File: config.mk
export PLATFORM = sky130hd
export DESIGN_NAME = fp_exec_sequencer
export DESIGN_NICKNAME = d
export VERILOG_FILES = /design/src/rtl/fp_exec_sequencer.sv
export SDC_FILE = /design/constraint.sdc
export NUM_CORES = 1
export LEC_CHECK = 0
export ABC_CLOCK_PERIOD_IN_PS = 4200
export BUFFER_PORTS_ARGS = -buffer_cell sky130_fd_sc_hd__buf_4
export CAP_MARGIN = 20
export CORE_MARGIN = 3
export CORE_UTILIZATION = 49
export CTS_CLUSTER_SIZE = 28
export DETAILED_ROUTE_END_ITERATION = 8
export GPL_ROUTABILITY_DRIVEN = 0
export PLACE_DENSITY = 0.81
export SLEW_MARGIN = 10
export SYNTH_ARGS = -nofsm -noshare
export SYNTH_HDL_FRONTEND = slang
export SYNTH_SLANG_ARGS = --single-unit
File: constraint.sdc
create_clock -name clk -period 4.2 [get_ports clk]
set_input_delay 0.63 -clock clk [delete_from_list [all_inputs] [get_ports clk]]
set_output_delay 0.63 -clock clk [all_outputs]
set_load 0.03 [all_outputs]
File: src/rtl/fp_exec_sequencer.sv
// fp_exec_sequencer
//   Execute-side sequencer for multi-cycle FP arithmetic (add/sub/mul/div/sqrt).
//   Captures one op from the ID/EX register, issues it to the FPU core with a
//   start/done handshake, stalls decode while the op is outstanding, then
//   presents a single FP register-file write toward memory/writeback.
//   Optional feature macro: FPU_TIMEOUT_EN enables a WAIT-state watchdog that
//   retires a quiet NaN with the NV flag when the FPU core never answers.
module fp_exec_sequencer #(
  parameter int DATA_W         = 32,
  parameter int TIMEOUT_CYCLES = 64,
  parameter int CNT_W          = 7
) (
  input  logic              clk,
  input  logic              rst,
  input  logic              fadd_e,
  input  logic              fsub_e,
  input  logic              fmul_e,
  input  logic              fdiv_e,
  input  logic              fsqrt_e,
  input  logic              fregwrite_e,
  input  logic [DATA_W-1:0] frd1_e,
  input  logic [DATA_W-1:0] frd2_e,
  input  logic [4:0]        rd_e,
  input  logic              hold_i,
  input  logic              fflags_clr,
  output logic              fpu_start,
  output logic [2:0]        fpu_op,
  output logic [DATA_W-1:0] fpu_a,
  output logic [DATA_W-1:0] fpu_b,
  input  logic              fpu_done,
  input  logic [DATA_W-1:0] fpu_result,
  input  logic [4:0]        fpu_flags,
  output logic              stall_o,
  output logic [DATA_W-1:0] result_m,
  output logic [4:0]        rd_m,
  output logic              fregwrite_m,
  output logic [4:0]        fflags_acc,
  output logic              timeout_o
);

  localparam logic [1:0] S_IDLE  = 2'd0;
  localparam logic [1:0] S_ISSUE = 2'd1;
  localparam logic [1:0] S_WAIT  = 2'd2;
  localparam logic [1:0] S_WB    = 2'd3;

  // The watchdog counter must be able to reach TIMEOUT_CYCLES-1.
  if (TIMEOUT_CYCLES > (2 ** CNT_W)) begin : g_cnt_w_too_small
  end

  logic [1:0] state_r;
  logic [1:0] state_nxt_s;
  logic       req_s;
  logic       accept_s;
  logic       done_s;
  logic       retire_s;
  logic [2:0] op_s;
  logic       fw_r;
  logic [4:0] flags_r;

  assign req_s    = fadd_e | fsub_e | fmul_e | fdiv_e | fsqrt_e;
  assign accept_s = (state_r == S_IDLE) && req_s;
  // fpu_done is only meaningful while an op is outstanding
  assign done_s   = (state_r == S_WAIT) && fpu_done;
  assign retire_s = (state_r == S_WB) && !hold_i;

  // Decode stalls from the cycle the op is seen until the result has arrived.
  assign stall_o     = accept_s || (state_r == S_ISSUE) || (state_r == S_WAIT);
  assign fregwrite_m = retire_s && fw_r;

`ifdef FPU_TIMEOUT_EN
  localparam logic [DATA_W-1:0] QNAN = DATA_W'(32'h7FC0_0000);
  logic [CNT_W-1:0] cnt_r;
  logic             expire_s;

  // fpu_done in the same cycle as expiry takes precedence
  assign expire_s = (state_r == S_WAIT) && !fpu_done &&
                    (cnt_r == CNT_W'(TIMEOUT_CYCLES - 1));

  // Watchdog: counts WAIT cycles, restarts for every issued op
  always_ff @(posedge clk or negedge rst) begin
    if (!rst) begin
      cnt_r <= {CNT_W{1'b0}};
    end else if (state_r == S_WAIT) begin
      cnt_r <= cnt_r + CNT_W'(1);
    end else begin
      cnt_r <= {CNT_W{1'b0}};
    end
  end

  // One-cycle abort pulse, visible in the first WB cycle after expiry
  always_ff @(posedge clk or negedge rst) begin
    if (!rst) begin
      timeout_o <= 1'b0;
    end else begin
      timeout_o <= expire_s;
    end
  end
`else
  assign timeout_o = 1'b0;
`endif

  // Op code selection; malformed multi-hot bundles resolve div>sqrt>mul>sub>add
  always_comb begin
    op_s = 3'd0;
    if (fdiv_e) begin
      op_s = 3'd3;
    end else if (fsqrt_e) begin
      op_s = 3'd4;
    end else if (fmul_e) begin
      op_s = 3'd2;
    end else if (fsub_e) begin
      op_s = 3'd1;
    end else begin
      op_s = 3'd0;
    end
  end

  // Next-state logic for the IDLE->ISSUE->WAIT->WB sequence
  always_comb begin
    state_nxt_s = state_r;
    case (state_r)
      S_IDLE: begin
        if (req_s) begin
          state_nxt_s = S_ISSUE;
        end else begin
          state_nxt_s = S_IDLE;
        end
      end
      S_ISSUE: begin
        state_nxt_s = S_WAIT;
      end
      S_WAIT: begin
`ifdef FPU_TIMEOUT_EN
        if (fpu_done || expire_s) begin
`else
        if (fpu_done) begin
`endif
          state_nxt_s = S_WB;
        end else begin
          state_nxt_s = S_WAIT;
        end
      end
      S_WB: begin
        if (!hold_i) begin
          state_nxt_s = S_IDLE;
        end else begin
          state_nxt_s = S_WB;
        end
      end
      default: begin
        state_nxt_s = S_IDLE;
      end
    endcase
  end

  // State register
  always_ff @(posedge clk or negedge rst) begin
    if (!rst) begin
      state_r <= S_IDLE;
    end else begin
      state_r <= state_nxt_s;
    end
  end

  // Start pulse fires in the single ISSUE cycle that follows acceptance
  always_ff @(posedge clk or negedge rst) begin
    if (!rst) begin
      fpu_start <= 1'b0;
    end else begin
      fpu_start <= accept_s;
    end
  end

  // Operand/destination capture at acceptance, result capture at completion
  always_ff @(posedge clk or negedge rst) begin
    if (!rst) begin
      fpu_a    <= {DATA_W{1'b0}};
      fpu_b    <= {DATA_W{1'b0}};
      fpu_op   <= 3'd0;
      rd_m     <= 5'd0;
      fw_r     <= 1'b0;
      result_m <= {DATA_W{1'b0}};
      flags_r  <= 5'd0;
    end else begin
      if (accept_s) begin
        fpu_a  <= frd1_e;
        fpu_b  <= frd2_e;
        fpu_op <= op_s;
        rd_m   <= rd_e;
        fw_r   <= fregwrite_e;
      end
      if (done_s) begin
        result_m <= fpu_result;
        flags_r  <= fpu_flags;
      end
`ifdef FPU_TIMEOUT_EN
      else if (expire_s) begin
        result_m <= QNAN;
        flags_r  <= 5'b10000;
      end
`endif
    end
  end

  // Sticky exception flags; an explicit clear discards a same-cycle retirement
  always_ff @(posedge clk or negedge rst) begin
    if (!rst) begin
      fflags_acc <= 5'd0;
    end else if (fflags_clr) begin
      fflags_acc <= 5'd0;
    end else if (retire_s) begin
      fflags_acc <= fflags_acc | flags_r;
    end
  end

endmodule

== After elaboration in Yosys (flattened, before gate mapping) ==
Cells that the tools add are included.
Storage, ports and cells
  flip-flop bits (word level): 118
  word-level logic and storage cells: 37
Cells by class
  equal/unequal tests: 3
  muxes and demuxes: 10
  bitwise gates (word level): 5
  reduce and logical (&&, ||, !) cells: 9
Operators by type and width (count)
  5-bit 2-to-1 mux: 2
  2-bit case mux with 4 select lines: 1
  3-bit 2-to-1 mux: 2
  5-bit bitwise OR: 1
  2-bit == test, second input constant: 2
  1-bit logical AND: 4
  2-bit 2-to-1 mux: 2
  1-bit bitwise OR: 4
  1-bit 2-to-1 mux: 3
  2-bit by 1-bit == test with 1-bit output, second input constant: 1
  2-bit zero test: 1
  1-bit logical OR: 2
  2-bit nonzero test: 1
  1-bit zero test: 1

== Longest topological paths before layout ==
Gate-level depths: netlist of run 1.
  depth in word-level cells: 7
  gate-level depth with buffers: 5
  depth with buffers taken out: 4

== Worst setup path after synthesis of run 1 ==
Ideal clock, no wire load.
  path kind: input to output
  start point: input fadd_e
  end point: output stall_o
  arrival time: 1.334 ns
  required time: 3.570 ns
  slack: 2.236 ns
  stages: 3
  path buffers: 0
  path through: or3_4 > nor3_1 > a21oi_1
On the way
  longest elaborated chain between the ends: 7
Ends and longest elaborated chain
  start: declaration: RTL line 15  | input logic fadd_e,
  1-bit bitwise OR (4 in series): RTL line 60  | assign req_s = fadd_e | fsub_e | fmul_e | fdiv_e | fsqrt_e;
  1-bit logical AND: RTL line 61  | assign accept_s = (state_r == S_IDLE) && req_s;
  1-bit logical OR (2 in series): RTL line 67  | assign stall_o = accept_s || (state_r == S_ISSUE) || (state_r == S_WAIT);
  end: declaration: RTL line 33  | output logic stall_o,
Every way passes these cells.

== Worst setup path in the final report of run 1 ==
  start point: register state_r[0]
  end point: register fpu_b[23]
On the way
  longest elaborated chain between the ends: 2
Ends and longest elaborated chain
  start: declaration: RTL line 50  | logic [1:0] state_r;
  start signal: assignment: RTL line 161  | state_r <= state_nxt_s;
  2-bit zero test: RTL line 61
  1-bit logical AND: RTL line 61
  end signal: assignment: RTL line 178  | fpu_b <= {DATA_W{1'b0}};
  end signal: assignment: RTL line 187  | fpu_b <= frd2_e;
  end: declaration: RTL line 29  | output logic [DATA_W-1:0] fpu_b,
Every way passes these cells.
A chain may end at the register's enable or synchronous reset.

==> results of run 1 <==
## power by group
group / total [µW] / internal, µW / switching [µW]
sequential: 2070 / 1710 / 353
clock: 1520 / 1020 / 503
combinational: 3270 / 1510 / 1760
total: 6860 / 4240 / 2620
## worst max-delay path by stage
stage,slack [ns],end,cells after the start,start
2_1_floorplan,2.24,stall_o,3,fadd_e
3_3_place_gp,1.65,fpu_b[21]$_DFFE_PN0P_,6,fmul_e
3_5_place_dp,1.58,fpu_b[23]$_DFFE_PN0P_,6,fmul_e
4_1_cts,1.73,fpu_b[23]$_DFFE_PN0P_,5,state_r[0]$_DFF_PN0_
5_1_grt,1.60,fpu_b[23]$_DFFE_PN0P_,5,state_r[0]$_DFF_PN0_
6_report,1.77,fpu_b[23]$_DFFE_PN0P_,5,state_r[0]$_DFF_PN0_
## final cells by class
class	count	share of cell area, %
Clock inverter	13	2.87
Timing Repair Buffer	233	24.7
Multi-Input combinational cell	138	22.8
Tap cell	129	2.25
Sequential cell	118	41.2
Inverter	4	0.245
Clock buffer	19	5.89
## per-layer routing
metal / up-vias / wire [µm]
met5: - / 0
met4: 0 / 216
met3: 21 / 882
met2: 152 / 6130
met1: 1535 / 4550
li1: 1431 / -
## critical path, stage by stage (launching register included)
cell and delay, ns:
sky130_fd_sc_hd__dfrtp_1 0.43, sky130_fd_sc_hd__nor2_1 0.24, sky130_fd_sc_hd__o21ai_2 0.12, sky130_fd_sc_hd__inv_4 0.55
sky130_fd_sc_hd__buf_4 0.58, sky130_fd_sc_hd__mux2_4 0.35
## sequential cells by signal (all words and copies together), names as in the netlist
| signal | flops |
|---|---|
| fpu_b | 32 |
| fw_r | 1 |
| rd_m | 5 |
| fflags_acc | 5 |
| fpu_op | 3 |
| fpu_start | 1 |
| flags_r | 5 |
| result_m | 32 |
| fpu_a | 32 |
| state_r | 2 |
## cells by family (layout without fill, tap and decap cells)
family / Yosys count / count (layout) / share of synthesized area (%)
AO/OA/AOI/OAI: 11 / 11 / 1.41
buffers and inverters: 17 / 269 / 2.63
flip-flops: 118 / 118 / 62.7
AND/OR/NAND/NOR: 18 / 18 / 2.02
other: 1 / 1 / 0.0796
multiplexers: 108 / 108 / 31.1
## synth_stat cells (2+ instances only)
cell	n
sky130_fd_sc_hd__or2_2	2
sky130_fd_sc_hd__dfrtp_1	118
sky130_fd_sc_hd__clkbuf_1	2
sky130_fd_sc_hd__nor2_1	8
sky130_fd_sc_hd__a21oi_1	8
sky130_fd_sc_hd__inv_1	3
sky130_fd_sc_hd__nand3_1	2
sky130_fd_sc_hd__mux2_1	40
sky130_fd_sc_hd__mux2_4	67
sky130_fd_sc_hd__buf_2	3
sky130_fd_sc_hd__buf_6	7
## metrics by stage
| step | util (%) | total power, µW | setup slack (ns) | hold slack (ns) |
|---|---|---|---|---|
| after floorplan | - | 4170 | 2.24 | 0.334 |
| after global placement | 70.1 | 5270 | 1.65 | 0.474 |
| after detailed placement | 70.1 | 5360 | 1.58 | 0.481 |
| after CTS | 76.8 | 6920 | 1.73 | 0.300 |
| after global routing | 77.1 | 7170 | 1.60 | 0.0650 |
| final | 77.1 | 6860 | 1.77 | 0.0592 |
==> summary.txt, run 1 <==
Cells and area
  – Area taken by multi-input logic gates: 0.00163 mm²
  – Area growth from synthesis to final layout: 52.1%
  – Commonest cells after routing, fill and taps aside: 232 x sky130_fd_sc_hd__buf_4, 118 x sky130_fd_sc_hd__dfrtp_1, 67 x sky130_fd_sc_hd__mux2_4
  – Non-filler cells, final: 654
  – Commonest non-fill, non-tap cell in the layout: sky130_fd_sc_hd__buf_4
  – FF/Latch Area: 0.00295 mm²
  – Layout cell share with drive strength beyond 1: 63.8%
  – Cell area after layout: 0.00716 mm²
  – Nets: 629
  – Ant diodes: 0
  – Filler instances: 590

Floorplan
  – Die extent in x: 104 µm
  – I/O pin count: 230
  – Die area: 0.0108 mm²
  – Number of standard-cell rows in the floorplan: 35
  – Core Region: 0.00928 mm²
  – Y dimension of the die: 104 µm
  – Starting utilization of the core area: 50.7%

Worst setup path
  – Worst Path Required: 4.57 ns
  – Worst reg2reg path depth: 5
  – R2R Path End: fpu_b[23]$_DFFE_PN0P_
  – WP data arrival: 2.80 ns
  – R2R setup slack: 1.77 ns
  – Startpoint type of the worst setup path: register
  – Origin of the critical flop-to-flop path: state_r[0]$_DFF_PN0_
  – Highest net fanout along the worst path: 45
  – Type of the worst setup path: register to register
  – Critical path endpoint category: register

Global routing
  – First-pass GRT wire length: 18700 µm
  – Largest net degree at the start of global routing: 82
  – Number of antenna violations at the first check in global routing: 0
  – Total Routing Usage GR: 22.3%
  – Overflow left after global routing: 0
  – GR Util met1: 26.0%
  – Number of global-route vias before repair: 3465
  – Met3 layer usage reported by global route: 7.95%
  – Met2 Track Usage GR: 38.0%
  – Global routing's busiest layer: met2

Timing
  – Clock Skews: 0.00904 ns
  – Final period demand of the worst path: 2.43 ns
  – Worst slew slack as a fraction of its limit: 39.5%
  – Post-route fraction of the period consumed by the critical path: 57.9%
  – Number of pins exceeding their max-slew limit in the final report: 0
  – # setup viols final: 0
  – Measured slew at the worst slew-check pin: 0.905 ns
  – Hold violation count in the final report: 0
  – Setup repair after global routing missed its margin: no
  – Timing-limited maximum frequency: 411 MHz
  – Total negative slack: 0 ns

Drt
  – Vias per cell: 4.80
  – Antenna viol nets, final: 0
  – Initial drt markers: 85
  – Via count: 3139
  – DR DRC count: 0
  – Total wirelength of the detailed-routed design: 11800 µm
  – First-pass iteration count of the detailed router: 4
  – Average wire per cell in the routed design: 18.0 µm

Worst hold path
  – Min-delay worst type: input pin to asynchronous set/reset pin

Clock network
  – Setup Buffers After CTS: 0
  – Largest buffer count on any clock path: 2
  – Number of sinks driven by the clock tree: 118
  – Clk Latency, worst-skew pair: 0.50 ns
  – Root buf cell: sky130_fd_sc_hd__clkbuf_8
  – Number of buffers created by CTS: 17
  – Hold-fix buffer count after cts: 0
  – Post-CTS Resized: 0
  – TritonCTS clock tree: built
  – H-tree depth: 4
  – Clock input transition at the sequential cells of the worst setup and hold paths: 0.06 ns

Synthesis
  – Syn avg cell area: 17.2 µm²
  – Post-Synthesis Cell Area: 0.00471 mm²
  – Top-area cell type share of the netlist area: 62.7%
  – Post-synth EDFFs: 0
  – Cell types with the largest area share after synthesis: sky130_fd_sc_hd__dfrtp_1 63%, sky130_fd_sc_hd__mux2_4 21%, sky130_fd_sc_hd__mux2_1 9.6%
  – Cells after synthesis: 273
  – Async set-or-reset flop fraction in the synthesized netlist: 100%
  – Post-Synthesis Net Count: 390
  – Warnings, synthesis: 0
  – Largest area contributor in the synthesized netlist: sky130_fd_sc_hd__dfrtp_1
  – Top FF cell, synth: sky130_fd_sc_hd__dfrtp_1
  – Number of flip-flops and latches in the synthesized netlist: 118
  – Sequential cell area fraction in the yosys report: 62.7%
  – Library cells used by synthesis: 24

Place
  – Placed cell count: 621
  – Instance area at placement: 0.00650 mm²
  – Post-DP HPWL: 8380 µm
  – Count of input and output buffers: 228

Status
  – Run status: finished, final reports clean

Power and ir drop
  – Peak VDD IR: 0.549 mV
  – Leakage power: 0.00357 µW
  – Areal power density over the cells: 959 mW/mm²

Run
  – Max cap viols: 0
(Power assumes the default switching activity.)
==> run 2: changes to the inputs <==
--- a/config.mk
+++ b/config.mk
@@ -5,15 +5,16 @@
 export SDC_FILE = /design/constraint.sdc
 export NUM_CORES = 1
 export LEC_CHECK = 0
-export ABC_CLOCK_PERIOD_IN_PS = 4200
+export ABC_AREA = 1
+export ABC_CLOCK_PERIOD_IN_PS = 2100
 export BUFFER_PORTS_ARGS = -buffer_cell sky130_fd_sc_hd__buf_4
 export CAP_MARGIN = 20
 export CORE_MARGIN = 3
-export CORE_UTILIZATION = 49
+export CORE_UTILIZATION = 42
 export CTS_CLUSTER_SIZE = 28
 export DETAILED_ROUTE_END_ITERATION = 8
 export GPL_ROUTABILITY_DRIVEN = 0
-export PLACE_DENSITY = 0.81
+export PLACE_DENSITY = 0.73
 export SLEW_MARGIN = 10
 export SYNTH_ARGS = -nofsm -noshare
 export SYNTH_HDL_FRONTEND = slang
==> constraint.sdc (replaced) <==
create_clock -name clk -period 2.1 [get_ports clk]
set_input_delay 0.315 -clock clk [delete_from_list [all_inputs] [get_ports clk]]
set_output_delay 0.315 -clock clk [all_outputs]
set_load 0.03 [all_outputs]
==> summary.txt, run 2 <==
Run
  – Max cap viols: 0 (unchanged)

Cells and area
  – Ant diodes: 0 (unchanged)
  – Area growth from synthesis to final layout: 45.7%
  – Biggest regs: fpu_a: 32 flops, fpu_b: 32 flops, result_m: 32 flops
  – Commonest non-fill, non-tap cell in the layout: sky130_fd_sc_hd__buf_4
  – Cell area after layout: 0.00708 mm² (-1.0%)
  – Commonest cells after routing, fill and taps aside: 234 x sky130_fd_sc_hd__buf_4, 189 x sky130_fd_sc_hd__nand2_1, 118 x sky130_fd_sc_hd__dfrtp_1
  – Filler instances: 916 (+55%)
  – Layout cell share with drive strength beyond 1: 35.7% (-28 points)
  – Nets: 861 (+37%)

Clock network
  – Number of sinks driven by the clock tree: 118 (unchanged)
  – TritonCTS clock tree: built
  – Largest buffer count on any clock path: 2 (unchanged)
  – Clk Latency, worst-skew pair: 0.40 ns (-0.10 ns)
  – Root buf cell: sky130_fd_sc_hd__clkbuf_16
  – H-tree depth: 4 (unchanged)
  – Clock input transition at the sequential cells of the worst setup and hold paths: 0.05 ns (about the same)
  – Post-CTS Resized: 0 (unchanged)
  – Number of buffers created by CTS: 17 (unchanged)

Worst setup path
  – Critical-path top delay cell: sky130_fd_sc_hd__dfrtp_1
  – Cells along the critical path: nor2_4 > nand2_2 > nand2_1 > buf_4
  – Type of the worst setup path: register to primary output
  – Max stage delay on crit path: 0.51 ns (-0.07 ns)
  – Top delay family on crit path: flip-flops
  – Critical path endpoint category: primary output
  – Worst Path Required: 1.78 ns (-2.79 ns)
  – Highest net fanout along the worst path: 10 (-78%)
  – WP data arrival: 1.45 ns (-1.35 ns)
  – Startpoint type of the worst setup path: register
  – Buffers & Inverters on Critical Path: 1 (-1)

Floorplan
  – Core Region: 0.0111 mm² (+19%)
  – Die extent in x: 114 µm (+9.2%)
  – I/O pin count: 230 (unchanged)
  – Die area: 0.0129 mm² (+19%)
  – Number of standard-cell rows in the floorplan: 38 (+8.6%)
  – Y dimension of the die: 114 µm (+9.2%)
  – Starting utilization of the core area: 43.9% (-6.8 points)

Global routing
  – Number of global-route vias before repair: 4307 (+24%)
  – Total Routing Usage GR: 21.2% (-1.1 points)
  – Overflow left after global routing: 0 (unchanged)
  – Largest net degree at the start of global routing: 74 (-9.8%)
  – First-pass GRT wire length: 21300 µm (+14%)
  – Number of antenna violations at the first check in global routing: 0 (unchanged)

Drt
  – Antenna viol nets, final: 0 (unchanged)
  – Total wirelength of the detailed-routed design: 13100 µm (+11%)
  – Via count: 4230 (+35%)
  – First-pass iteration count of the detailed router: 5 (+1)
  – DR DRC count: 0 (unchanged)
  – Initial drt markers: 258 (+200%)
  – Average wire per cell in the routed design: 14.7 µm (-19%)
  – Vias per cell: 4.73 (-1.4%)

Timing
  – # setup viols final: 0 (unchanged)
  – Number of pins exceeding their max-slew limit in the final report: 0 (unchanged)
  – Post-route fraction of the period consumed by the critical path: 84.1%
  – Measured slew at the worst slew-check pin: 0.709 ns (-0.196 ns)
  – Setup repair after global routing missed its margin: no
  – Worst slew slack as a fraction of its limit: 52.8% (+13 points)
  – Hold violation count in the final report: 0 (unchanged)
  – Timing-limited maximum frequency: 566 MHz
  – Final period demand of the worst path: 1.77 ns
  – Total negative slack: 0 ns (unchanged)
  – Clock Skews: 0.00663 ns (-0.00241 ns)

Synthesis
  – Simple-gate share of the synthesized area: 24.1% (+22 points)
  – Async set-or-reset flop fraction in the synthesized netlist: 100% (unchanged)
  – Main combinational cell family by area after synthesis: simple AND/OR/NAND/NOR gates
  – Proportion of synthesized area in mux cells: 0% (-31 points)
  – Post-Synthesis Cell Area: 0.00486 mm² (+3.3%)
  – Number of flip-flops and latches in the synthesized netlist: 118 (unchanged)
  – Library cells used by synthesis: 21 (-13%)
  – Cell types with the largest area share after synthesis: sky130_fd_sc_hd__dfrtp_1 61%, sky130_fd_sc_hd__nand2_1 15%, sky130_fd_sc_hd__nand3_1 7.8%
  – Cell with the most instances after synthesis: sky130_fd_sc_hd__nand2_1
  – Cells after synthesis: 522 (+91%)
  – Largest area contributor in the synthesized netlist: sky130_fd_sc_hd__dfrtp_1
  – Post-synthesis compound-gate area fraction: 4.43% (+3.0 points)
  – Post-Synth Adder-Cell Area: 0% (unchanged)
  – Top FF cell, synth: sky130_fd_sc_hd__dfrtp_1
  – Xor and xnor area share after synthesis: 0.180% (+0.18 points)
  – Top-area cell type share of the netlist area: 60.7% (-2.0 points)
  – Post-synth top cells: 189 x sky130_fd_sc_hd__nand2_1, 118 x sky130_fd_sc_hd__dfrtp_1, 76 x sky130_fd_sc_hd__nand3_1
  – Warnings, synthesis: 0 (unchanged)
  – Post-synth EDFFs: 0 (unchanged)
  – Syn avg cell area: 9.32 µm² (-46%)
  – Sequential cell area fraction in the yosys report: 60.7% (-2.0 points)
  – Post-Synthesis Net Count: 639 (+64%)

Power and ir drop
  – Leakage power: 0.00397 µW (+11%)
  – Post-layout power: 12500 µW (+82%)
  – Areal power density over the cells: 1760 mW/mm² (+84%)
  – Peak VDD IR: 1.07 mV (+94%)

Worst hold path
  – Min-delay worst type: input pin to register

Place
  – Post-DP HPWL: 9380 µm (+12%)
  – Instance area at placement: 0.00652 mm² (+0.29%)
  – Count of input and output buffers: 228 (unchanged)

Status
  – Run status: finished, final reports clean
==> run 2: cell families (layout without fill, tap and decap cells) <==
logic type | count (synthesis) | count (layout)
buf+inv | 82 | 314
compound gates | 43 | 43
flops | 118 | 118
xor+xnor | 1 | 1
other cells | 1 | 1
simple gates | 277 | 277
==> run 2: repair_timing <==
item	4_1_cts	5_1_grt
buffers inserted	0	0
hold buffers	1	0
hold endpoints to repair	34	0
==> run 2: power by group <==
group / switching (µW) / total, µW / internal [µW]
Sequential: 656 / 4000 / 3340
Combinational: 3760 / 5830 / 2070
Clock: 916 / 2670 / 1750
Total: 5330 / 12500 / 7170
==> run 2: path summary, 6_finish.rpt <==
check	start	endpoint	slack, ns	depth (start not counted)
max	state_r[0]$_DFF_PN0_	stall_o	0.33	4
min	fflags_clr	fflags_acc[0]$_DFFE_PN0P_	0.1	2
max reg2reg	state_r[1]$_DFF_PN0_	result_m[22]$_DFFE_PN0P_	0.44	4
min reg2reg	fpu_b[15]$_DFFE_PN0P_	fpu_b[15]$_DFFE_PN0P_	0.47	2
max in group asynchronous	rst	fpu_a[6]$_DFFE_PN0P_	1.08	3
min in group asynchronous	rst	result_m[20]$_DFFE_PN0P_	0.42	2
==> run 2: final cells by class <==
type	instances	area [µm²]	area share, %
sequential	118	2950	41.7
timing repair buffer	238	1830	25.8
multi-input combinational	322	1400	19.8
clock buffer	25	505	7.14
inverter	47	176	2.49
tap	140	175	2.47
clock inverter	4	45.0	0.636
==> run 2: worst reg2reg max path, cell delays in order (launching register included) <==
cell	delay, ns
sky130_fd_sc_hd__dfrtp_1	0.57
sky130_fd_sc_hd__nand3_2	0.44
sky130_fd_sc_hd__buf_12	0.34
sky130_fd_sc_hd__nand2_1	0.10
sky130_fd_sc_hd__o21ai_0	0.10
==> run 2: per-stage QoR <==
stage / utilization, % / hold slack (ns) / std cells / setup WS, ns
2_1_floorplan: - / 0.0194 / 522 / 0.531
3_3_place_gp: 58.9 / 0.318 / 864 / 0.575
3_5_place_dp: 58.9 / 0.329 / 864 / 0.439
4_1_cts: 63.9 / 0.0757 / 894 / 0.284
5_1_grt: 63.9 / 0.0851 / 894 / 0.232
6_report: 63.9 / 0.0987 / 894 / 0.334
==> run 2: routing by layer <==
metal	wire length [µm]	global-route usage [%]	vias up
li1	-	-	2085
met1	5090	24.9	1962
met2	6780	35.6	154
met3	839	5.62	29
met4	405	11.0	0
met5	0	0	-
